File: config.mk
export PLATFORM = sky130hd
export DESIGN_NAME = conv_layer_sched
export DESIGN_NICKNAME = d
export VERILOG_FILES = /design/src/rtl/conv_sched_pkg.sv /design/src/rtl/conv_desc_fifo.sv /design/src/rtl/conv_layer_sched.sv
export SDC_FILE = /design/constraint.sdc
export NUM_CORES = 1
export LEC_CHECK = 0
export CAP_MARGIN = 0
export CORE_ASPECT_RATIO = 1.2
export CORE_UTILIZATION = 50
export CTS_CLUSTER_SIZE = 30
export DETAILED_ROUTE_END_ITERATION = 7
export GPL_ROUTABILITY_DRIVEN = 0
export PLACE_DENSITY_LB_ADDON = 0.05
export SYNTH_ARGS = -nofsm -noshare
export SYNTH_HDL_FRONTEND = slang
export SYNTH_SLANG_ARGS = --single-unit
File: constraint.sdc
create_clock -name clk -period 17.5 [get_ports clk]
set_input_delay 2.625 -clock clk [delete_from_list [all_inputs] [get_ports clk]]
set_output_delay 2.625 -clock clk [all_outputs]
set_load 0.03 [all_outputs]
File: src/rtl/conv_sched_pkg.sv
// Shared types for the layer scheduler: the descriptor handed to instgen and the FSM state.
package conv_sched_pkg;

    localparam int ADDR_W = 32;
    localparam int DATA_W = 16;

    typedef struct packed {
        logic [ADDR_W-1:0] feature_baseaddr;
        logic [ADDR_W-1:0] kernel_baseaddr;
        logic [ADDR_W-1:0] output_baseaddr;
        logic [DATA_W-1:0] feature_width;
        logic [DATA_W-1:0] feature_height;
        logic [DATA_W-1:0] feature_chin;
        logic [DATA_W-1:0] feature_chout;
        logic [DATA_W-1:0] kernel_sizeh;
        logic [DATA_W-1:0] kernel_sizew;
        logic [DATA_W-1:0] stride;
        logic [DATA_W-1:0] output_width;
        logic [DATA_W-1:0] output_height;
        logic              has_bias;
        logic              has_relu;
        logic              use_prev_out;
    } conv_desc_t;

    typedef enum logic [1:0] {
        ST_IDLE,
        ST_ISSUE,
        ST_WAIT,
        ST_RETIRE
    } sched_state_e;

    // Chained layers read their input from the previous layer's output buffer.
    function automatic conv_desc_t resolve_chain(input conv_desc_t d, input logic [ADDR_W-1:0] prev);
        conv_desc_t r;
        r = d;
        if (d.use_prev_out) r.feature_baseaddr = prev;
        return r;
    endfunction

endpackage

File: src/rtl/conv_desc_fifo.sv
// Small circular-buffer FIFO holding pending layer descriptors; flush empties it in one edge.
module conv_desc_fifo #(
    parameter int DEPTH = 4,
    parameter int WIDTH = 8,
    localparam int AW = $clog2(DEPTH)
) (
    input  logic             clk,
    input  logic             rst,
    input  logic             push,
    input  logic             pop,
    input  logic             flush,
    input  logic [WIDTH-1:0] din,
    output logic [WIDTH-1:0] dout,
    output logic [AW:0]      count,
    output logic             full,
    output logic             empty
);
    localparam logic [AW:0] CNT_ONE = (AW+1)'(1);
    localparam logic [AW:0] CNT_MAX = (AW+1)'(DEPTH);

    logic [WIDTH-1:0] mem [DEPTH];
    logic [AW-1:0]    rd_ptr;
    logic [AW-1:0]    wr_ptr;
    logic             do_push;
    logic             do_pop;

    assign full    = (count == CNT_MAX);
    assign empty   = (count == '0);
    // Acceptance depends only on the registered count, so a full queue never takes a push.
    assign do_push = push && !full && !flush;
    assign do_pop  = pop && !empty && !flush;
    assign dout    = mem[rd_ptr];

    always_ff @(posedge clk) begin
        if (do_push) mem[wr_ptr] <= din;
    end

    always_ff @(posedge clk) begin
        if (rst || flush) begin
            rd_ptr <= '0;
            wr_ptr <= '0;
            count  <= '0;
        end else begin
            if (do_push) wr_ptr <= wr_ptr + AW'(1);
            if (do_pop)  rd_ptr <= rd_ptr + AW'(1);
            case ({do_push, do_pop})
                2'b10:   count <= count + CNT_ONE;
                2'b01:   count <= count - CNT_ONE;
                default: count <= count;
            endcase
        end
    end

endmodule

File: src/rtl/conv_layer_sched.sv
// Layer scheduler: queues descriptors, issues them to instgen one at a time, tracks completion.
//   state     | meaning
//   ST_IDLE   | nothing in flight; pops the queue head when enabled
//   ST_ISSUE  | csrcmd_valid high, waiting for instgen_ready
//   ST_WAIT   | layer running in instgen; watchdog counting
//   ST_RETIRE | one cycle: irq, retired count, chaining address update
module conv_layer_sched
    import conv_sched_pkg::*;
#(
    parameter int DEPTH     = 4,
    parameter int TIMEOUT_W = 24
) (
    input  logic                    clk,
    input  logic                    rst,
    input  logic                    sched_en,
    input  logic                    abort,
    input  logic                    desc_valid,
    output logic                    desc_ready,
    input  conv_desc_t              desc_in,
    output logic                    csrcmd_valid,
    input  logic                    instgen_ready,
    output conv_desc_t              desc_out,
    input  logic                    conv_complete,
    output logic                    busy,
    output logic [$clog2(DEPTH):0]  fifo_count,
    output logic [15:0]             layers_done,
    output logic                    irq_layer,
    output logic                    err_timeout,
    output logic                    err_spurious,
    input  logic                    err_clr
);
    localparam logic [TIMEOUT_W-1:0] WD_MAX  = '1;
    localparam logic [TIMEOUT_W-1:0] WD_LAST = WD_MAX - TIMEOUT_W'(1);

    sched_state_e        state;
    conv_desc_t          cur_desc;
    conv_desc_t          fifo_head;
    logic [ADDR_W-1:0]   prev_out_addr;
    logic [TIMEOUT_W-1:0] watchdog;
    logic                aborting;
    logic                fifo_full;
    logic                fifo_empty;
    logic                start_issue;

    conv_desc_fifo #(.DEPTH(DEPTH), .WIDTH($bits(conv_desc_t))) u_fifo (
        .clk   (clk),
        .rst   (rst),
        .push  (desc_valid),
        .pop   (start_issue),
        .flush (abort),
        .din   (desc_in),
        .dout  (fifo_head),
        .count (fifo_count),
        .full  (fifo_full),
        .empty (fifo_empty)
    );

    assign desc_ready  = !fifo_full;
    assign busy        = (state != ST_IDLE) || !fifo_empty;
    assign desc_out    = cur_desc;
    assign start_issue = (state == ST_IDLE) && sched_en && !fifo_empty && !abort;

    always_ff @(posedge clk) begin
        if (rst) begin
            state         <= ST_IDLE;
            cur_desc      <= '0;
            prev_out_addr <= '0;
            watchdog      <= '0;
            aborting      <= 1'b0;
            csrcmd_valid  <= 1'b0;
            layers_done   <= '0;
            irq_layer     <= 1'b0;
            err_timeout   <= 1'b0;
            err_spurious  <= 1'b0;
        end else begin
            irq_layer <= 1'b0;
            case (state)
                ST_IDLE: begin
                    if (start_issue) begin
                        cur_desc     <= resolve_chain(fifo_head, prev_out_addr);
                        csrcmd_valid <= 1'b1;
                        state        <= ST_ISSUE;
                    end
                end
                ST_ISSUE: begin
                    // A handshake in the abort cycle means instgen already owns the layer.
                    if (instgen_ready) begin
                        csrcmd_valid <= 1'b0;
                        aborting     <= abort;
                        state        <= ST_WAIT;
                    end else if (abort) begin
                        csrcmd_valid <= 1'b0;
                        state        <= ST_IDLE;
                    end
                end
                ST_WAIT: begin
                    if (conv_complete) begin
                        watchdog      <= '0;
                        aborting      <= 1'b0;
                        prev_out_addr <= cur_desc.output_baseaddr;
                        if (aborting || abort) begin
                            state <= ST_IDLE;
                        end else begin
                            state       <= ST_RETIRE;
                            irq_layer   <= 1'b1;
                            layers_done <= layers_done + 16'd1;
                        end
                    end else begin
                        if (abort) aborting <= 1'b1;
                        if (watchdog != WD_MAX) watchdog <= watchdog + TIMEOUT_W'(1);
                    end
                end
                ST_RETIRE: state <= ST_IDLE;
                default:   state <= ST_IDLE;
            endcase

            if (err_clr)
                err_timeout <= 1'b0;
            else if (state == ST_WAIT && !conv_complete && watchdog == WD_LAST)
                err_timeout <= 1'b1;

            if (err_clr)
                err_spurious <= 1'b0;
            else if (conv_complete && state != ST_WAIT)
                err_spurious <= 1'b1;
        end
    end

endmodule

# --- Word-level counts from Yosys, hierarchy flattened ---
# Memories as Yosys holds them, arrays and structs flattened. A register that Yosys moved wholly into a read port is not among the register bits.
# Index checks and enable logic that the tools add are counted.
classes:
  n_addsub: 6
  mul: 0
  div: 0
  order_cmp: 0
  eq_ne: 14
  n_shift: 0
  n_mux: 23
  bitwise_logic: 3
  n_reduce_logical: 33
op_table:
  columns: ["op", "count"]
  rows:
  - ["24-bit 2-to-1 mux", 2]
  - ["32-bit 2-to-1 mux", 1]
  - ["24-bit by 1-bit adder with 24-bit output (second input constant)", 1]
  - ["24-bit equality test (second input constant)", 1]
  - ["24-bit inequality test (second input constant)", 1]
  - ["16-bit by 1-bit adder with 16-bit output (second input constant)", 1]
  - ["2-bit 2-to-1 mux", 7]
  - ["3-bit AND reduction", 4]
  - ["1-bit logical AND", 10]
  - ["2-bit nonzero test", 5]
  - ["1-bit 2-to-1 mux", 9]
  - ["2-bit one-hot mux with 4 select lines", 1]
  - ["2-bit equality test (second input constant)", 3]
  - ["2-bit inequality test (second input constant)", 3]
  - ["3-bit inequality test (second input constant)", 2]
  - ["3-bit one-hot mux with 2 select lines", 1]
  - ["2-bit AND reduction", 3]
  - ["2-bit by 1-bit adder with 2-bit output (second input constant)", 2]
  - ["2-bit by 1-bit equality test with 1-bit output (second input constant)", 2]
  - ["1-bit zero test", 4]
  - ["1-bit one-hot mux with 2 select lines", 2]
  - ["3-bit by 1-bit adder with 3-bit output (second input constant)", 1]
  - ["3-bit equality test (second input constant)", 1]
  - ["3-bit zero test", 1]
  - ["7 further kinds", 11]
totals:
  reg_bits: 329
  latch_bits: 0
  ramBits: 972
  romBits: 0
  input_bits: 251
  output_inout_bits: 268
  word_cells: 107
  memories: 1
mem_list:
  columns: ["name", "words", "width", "rd", "rd_clocked_by_memory_dff", "wr", "line", "text"]
  rows:
  - ["u_fifo.mem", 4, 243, 1, 1, 1, "conv_desc_fifo.sv:21", "logic [WIDTH-1:0] mem [DEPTH];"]

# --- Logic depth before layout (Yosys ltp) ---
depth:
  ltp_word: 8
  mapped_depth: 11
  ltp_nobuf: 11

# --- Hierarchy ---
# Synthesis repeated with hierarchy kept, for this count alone.
hier_totals:
  hier_cells: 2825
  area_unflattened_um2: 47605.7
modules_own_cells:
  columns: ["module", "instances", "cells_per_inst", "area_per_inst_um2", "seq_area_each_um2"]
  rows:
  - ["conv_desc_fifo", 1, 1326, 35556.6, 29368.2]
  - ["conv_layer_sched", 1, 1499, 12049.1, 6446.2]

# --- Worst setup path after synthesis ---
# Ideal clock, no wire load.
synth_timing:
  kind: "input -> register"
  from: "in desc_valid"
  to: "mem u_fifo.mem[0][0] in the netlist's numbering, enable pin"
  setup_time_ns: 0.635
  t_arrival_ns: 8.458
  required_ns: 16.865
  path_slack_ns: 8.407
  cell_stages: 3
  n_path_buf: 0
  path_cell_list: "nand2_1 -> nor2_1 -> and2_1"
synth_via:
  elab_chain_cells: 4
synth_lines:
  columns: ["element", "line", "text"]
  rows:
  - ["start: declaration", "conv_layer_sched.sv:17", "input logic desc_valid,"]
  - ["1-bit logical AND (2 in a row)", "conv_desc_fifo.sv:30", "assign do_push = push && !full && !flush;"]
  - ["1-bit 2-to-1 mux", "conv_desc_fifo.sv:35", "if (do_push) mem[wr_ptr] <= din;"]
  - ["1-bit 2-to-1 mux (not written as such)", "conv_desc_fifo.sv:35", null]
  - ["end: declaration", "conv_desc_fifo.sv:21", null]
# No other way between the ends.

# --- Final worst setup path ---
layout_timing:
  from: "in abort"
  to: "reg cur_desc (netlist bit desc_out[240])"
layout_via:
  elab_chain_cells: 3
layout_lines:
  columns: ["element", "line", "text"]
  rows:
  - ["start: declaration", "conv_layer_sched.sv:16", "input logic abort,"]
  - ["1-bit zero test", "conv_layer_sched.sv:61", "assign start_issue = (state == ST_IDLE) && sched_en && !fifo_empty && !abort;"]
  - ["1-bit logical AND", "conv_layer_sched.sv:61", null]
  - ["2-bit AND reduction (no line)", null, null]
  - ["end signal: assignment", "conv_layer_sched.sv:80", "cur_desc <= resolve_chain(fifo_head, prev_out_addr);"]
  - ["end: declaration", "conv_layer_sched.sv:36", "conv_desc_t cur_desc;"]
# No other way between the ends.
# A chain may end at the register's enable or synchronous reset.

==> flow_summary.toml <==
[outcome]
status = "finished clean"

[job]
maxCapViolCount = 0

[timing]
fin_setup_tns_ns = 0
slew_headroom_pct = 15.05
tightest_slew_ns = 1.274
skew_ns = 0.03231
period_needed_ns = 6.081
fin_crit_sh_pct = 34.75
finalSetupViolCount = 0
hold_viol_final = 0
rsz0062_at_grt = "no"
fmaxAchievable_mhz = 164.5
drv_slew = 0

[placement]
io_buffers = 518
dp_hpwl_um = 65940

[synth]
netlist_area_um2 = 47440
synth.distinct_cells = 62
avgSynthCellArea_um2 = 16.77
seq_area_frac_synth_pct = 75.50
ys_ff_latch = 1303
ys.warnings.count = 0
synth_edf_count = 972
synthCells = 2828
synth_top_flop_cell = "edfxtp_1"
synth_nets = 3088
async_flop_share_pct = 0

[setup_path]
arrival_ns = 6.70
path_class = "primary input to flip-flop"
crit_path_start = "abort"
crit_path_start_kind = "primary input"
timing.rr.start = "u_fifo.count[0]"
crit_end = "desc_out[240]"
crit_path_end_kind = "flip-flop"
reg2regPathDepth = 8
critical_path.max_fanout = 95
reg2reg_slack_ns = 13.41
r2r-end = "desc_out[240]"
crit_required_ns = 18.12

[route]
drtIter0Drc = 1636
drt-total-wl_um = 111300
num_vias = 26230
drt_pass1_iterations = 5
routed_via_density = 5.564
wl_per_cell_um = 23.62
drc = 0
antenna_left = 0

[die]
initial_utilization_pct = 50.53
die-width_um = 283.2
pin_count = 519
die_h_um = 339.4
dieArea_um2 = 96110
fp-row-count = 123
coreArea_um2 = 93880

[clocking]
cts-hold-fix-buffers = 0
post_cts_buffers = 0
cts_resized = 0
clockRootBuffer = "clkbuf_16"
numCtsBuffers = 131
clk_pin_slew_ns = 0.06
cts_tree = "yes"
clockBufferDepth = 3
cts_max_level = 4
insertion_delay_ns = 0.73
cts_sinks = 1303

[global_route]
grt_usage_pct = 23.34
grt_pass1_wl_um = 168300
antenna_found_initial = 19
grt_overflow = 0
grt_pass1_vias = 27110
grt_max_degree = 136

[power_and_ir_drop]
ir_worst_vdd_mv = 0.08673
power_density_nw_per_um2 = 109.8
power.leakage_nw = 18.09

[cells_and_area]
multi_input_area_um2 = 10900
drive_gt1_share_pct = 14.37
nets = 3609
final_util_pct = 62.00
regArea_um2 = 35820
area_growth_pct = 22.71
fill_cells = 6979

[hold_path]
holdCritPathClass = "flip-flop to flip-flop"
## logic make-up after synthesis
| logic type | count (synthesis) | share of synthesized area (%) |
|---|---|---|
| and+or+nand+nor | 685 | 5.956 |
| DFF | 1303 | 75.50 |
| adders and majority gates | 9 | 0.2532 |
| xor gates and xnor gates | 19 | 0.3508 |
| buffers and inverters | 183 | 1.556 |
| muxes | 279 | 12.30 |
| AOI/OAI and AO/OA | 350 | 4.086 |
## sequential cells by signal, indices dropped and copies added (netlist names), 3 cells and up, named ones only
| name | count |
|---|---|
| u_fifo.count | 3 |
| u_fifo.mem | 972 |
| layers_done | 16 |
| desc_out | 243 |
| watchdog | 24 |
| prev_out_addr | 32 |
## where the power goes
group	total (mW)	internal (mW)	switching [mW]
Clock	2.79	1.64	1.15
Combinational	0.218	0.100	0.118
Sequential	3.38	3.37	0.0134
## worst max-delay path, stage by stage
cell and delay [ns]:
clkdlybuf4s50_1 0.51, nor3b_1 0.49, nand2_4 0.35, inv_8 0.57, buf_4 0.64, buf_4 0.92, nor2_1 0.11, a211oi_1 0.26
## layout make-up
cell class | instances | area share (%)
Multi-Input combinational cell | 1342 | 18.73
Tap cell | 1250 | 2.687
Inverter | 19 | 0.1354
Sequential cell | 1303 | 61.54
Timing Repair Buffer | 552 | 9.420
Clock inverter | 62 | 1.086
Clock buffer | 181 | 6.378
Antenna cell | 5 | 0.02150
## Yosys cell counts (all sizes together) (2+ instances only)
cell,number,share of area (%)
or4,6,0.10
dfxtp,331,14
a311oi,2,0.037
nor3,16,0.17
ha,8,0.21
or2,2,0.026
and2,4,0.053
inv,18,0.14
nor2,77,0.61
xor2,5,0.092
edfxtp,972,62
nand3,21,0.22
and3,3,0.040
o31ai,2,0.061
xnor2,14,0.26
clkbuf,125,0.99
a211oi,33,0.53
nand2b,4,0.053
o211ai,3,0.047
buf,39,0.41
a31oi,7,0.092
nor2b,5,0.066
nor4,8,0.13
or3,6,0.079
nand4,11,0.19
o41ai,3,0.055
mux2i,36,0.76
and4,3,0.055
nand2,514,4.1
o311ai,3,0.055
o21ai,19,0.20
mux4,243,12
a21oi,269,2.8
## placed cells by master, fill, tap and decap left out, types with 32 or more instances in the layout
cell type,instances
mux2i_1,36
clkdlybuf4s50_1,517
a21oi_1,269
nor2_1,76
mux4_2,243
edfxtp_1,972
nand2_1,513
dfxtp_1,329
a211oi_1,32
clkbuf_16,136
## per-stage QoR
step / cell area, um2 / hold slack, ns / total power [mW] / cells / setup WS (ns)
final: 58210 / 0.4533 / 6.392 / 4714 / 11.42
after global routing: 58200 / 0.4710 / 6.580 / 4712 / 11.03
after CTS: 58190 / 0.4546 / 6.453 / 4709 / 11.37
after detailed placement: 53850 / 0.4464 / 3.666 / 4466 / 10.64
after global placement: 53850 / 0.4424 / 3.658 / 4466 / 10.79
after floorplan: 47440 / 0.4360 / 3.545 / 2828 / 8.407
## worst min path at each step
stage	cells past startpoint	slack [ns]	end	from
finish	2	0.45	desc_out[130]	desc_out[130]
global route	2	0.47	desc_out[47]	desc_out[47]
CTS	2	0.45	prev_out_addr[28]	prev_out_addr[28]
detailed placement	2	0.45	desc_out[101]	desc_out[101]
global placement	2	0.44	prev_out_addr[16]	prev_out_addr[16]
floorplan	2	0.44	prev_out_addr[0]	prev_out_addr[0]
## metal layers
layer  vias up  routed length (um)  global-route usage [%]
li1      11850                   -                       -
met1     13450               44920                   29.84
met2       729               56490                   39.37
met3       173                7137                   5.813
met4        28                2584                   7.128
met5         -                 192                       0
(Power assumes the default switching activity.)
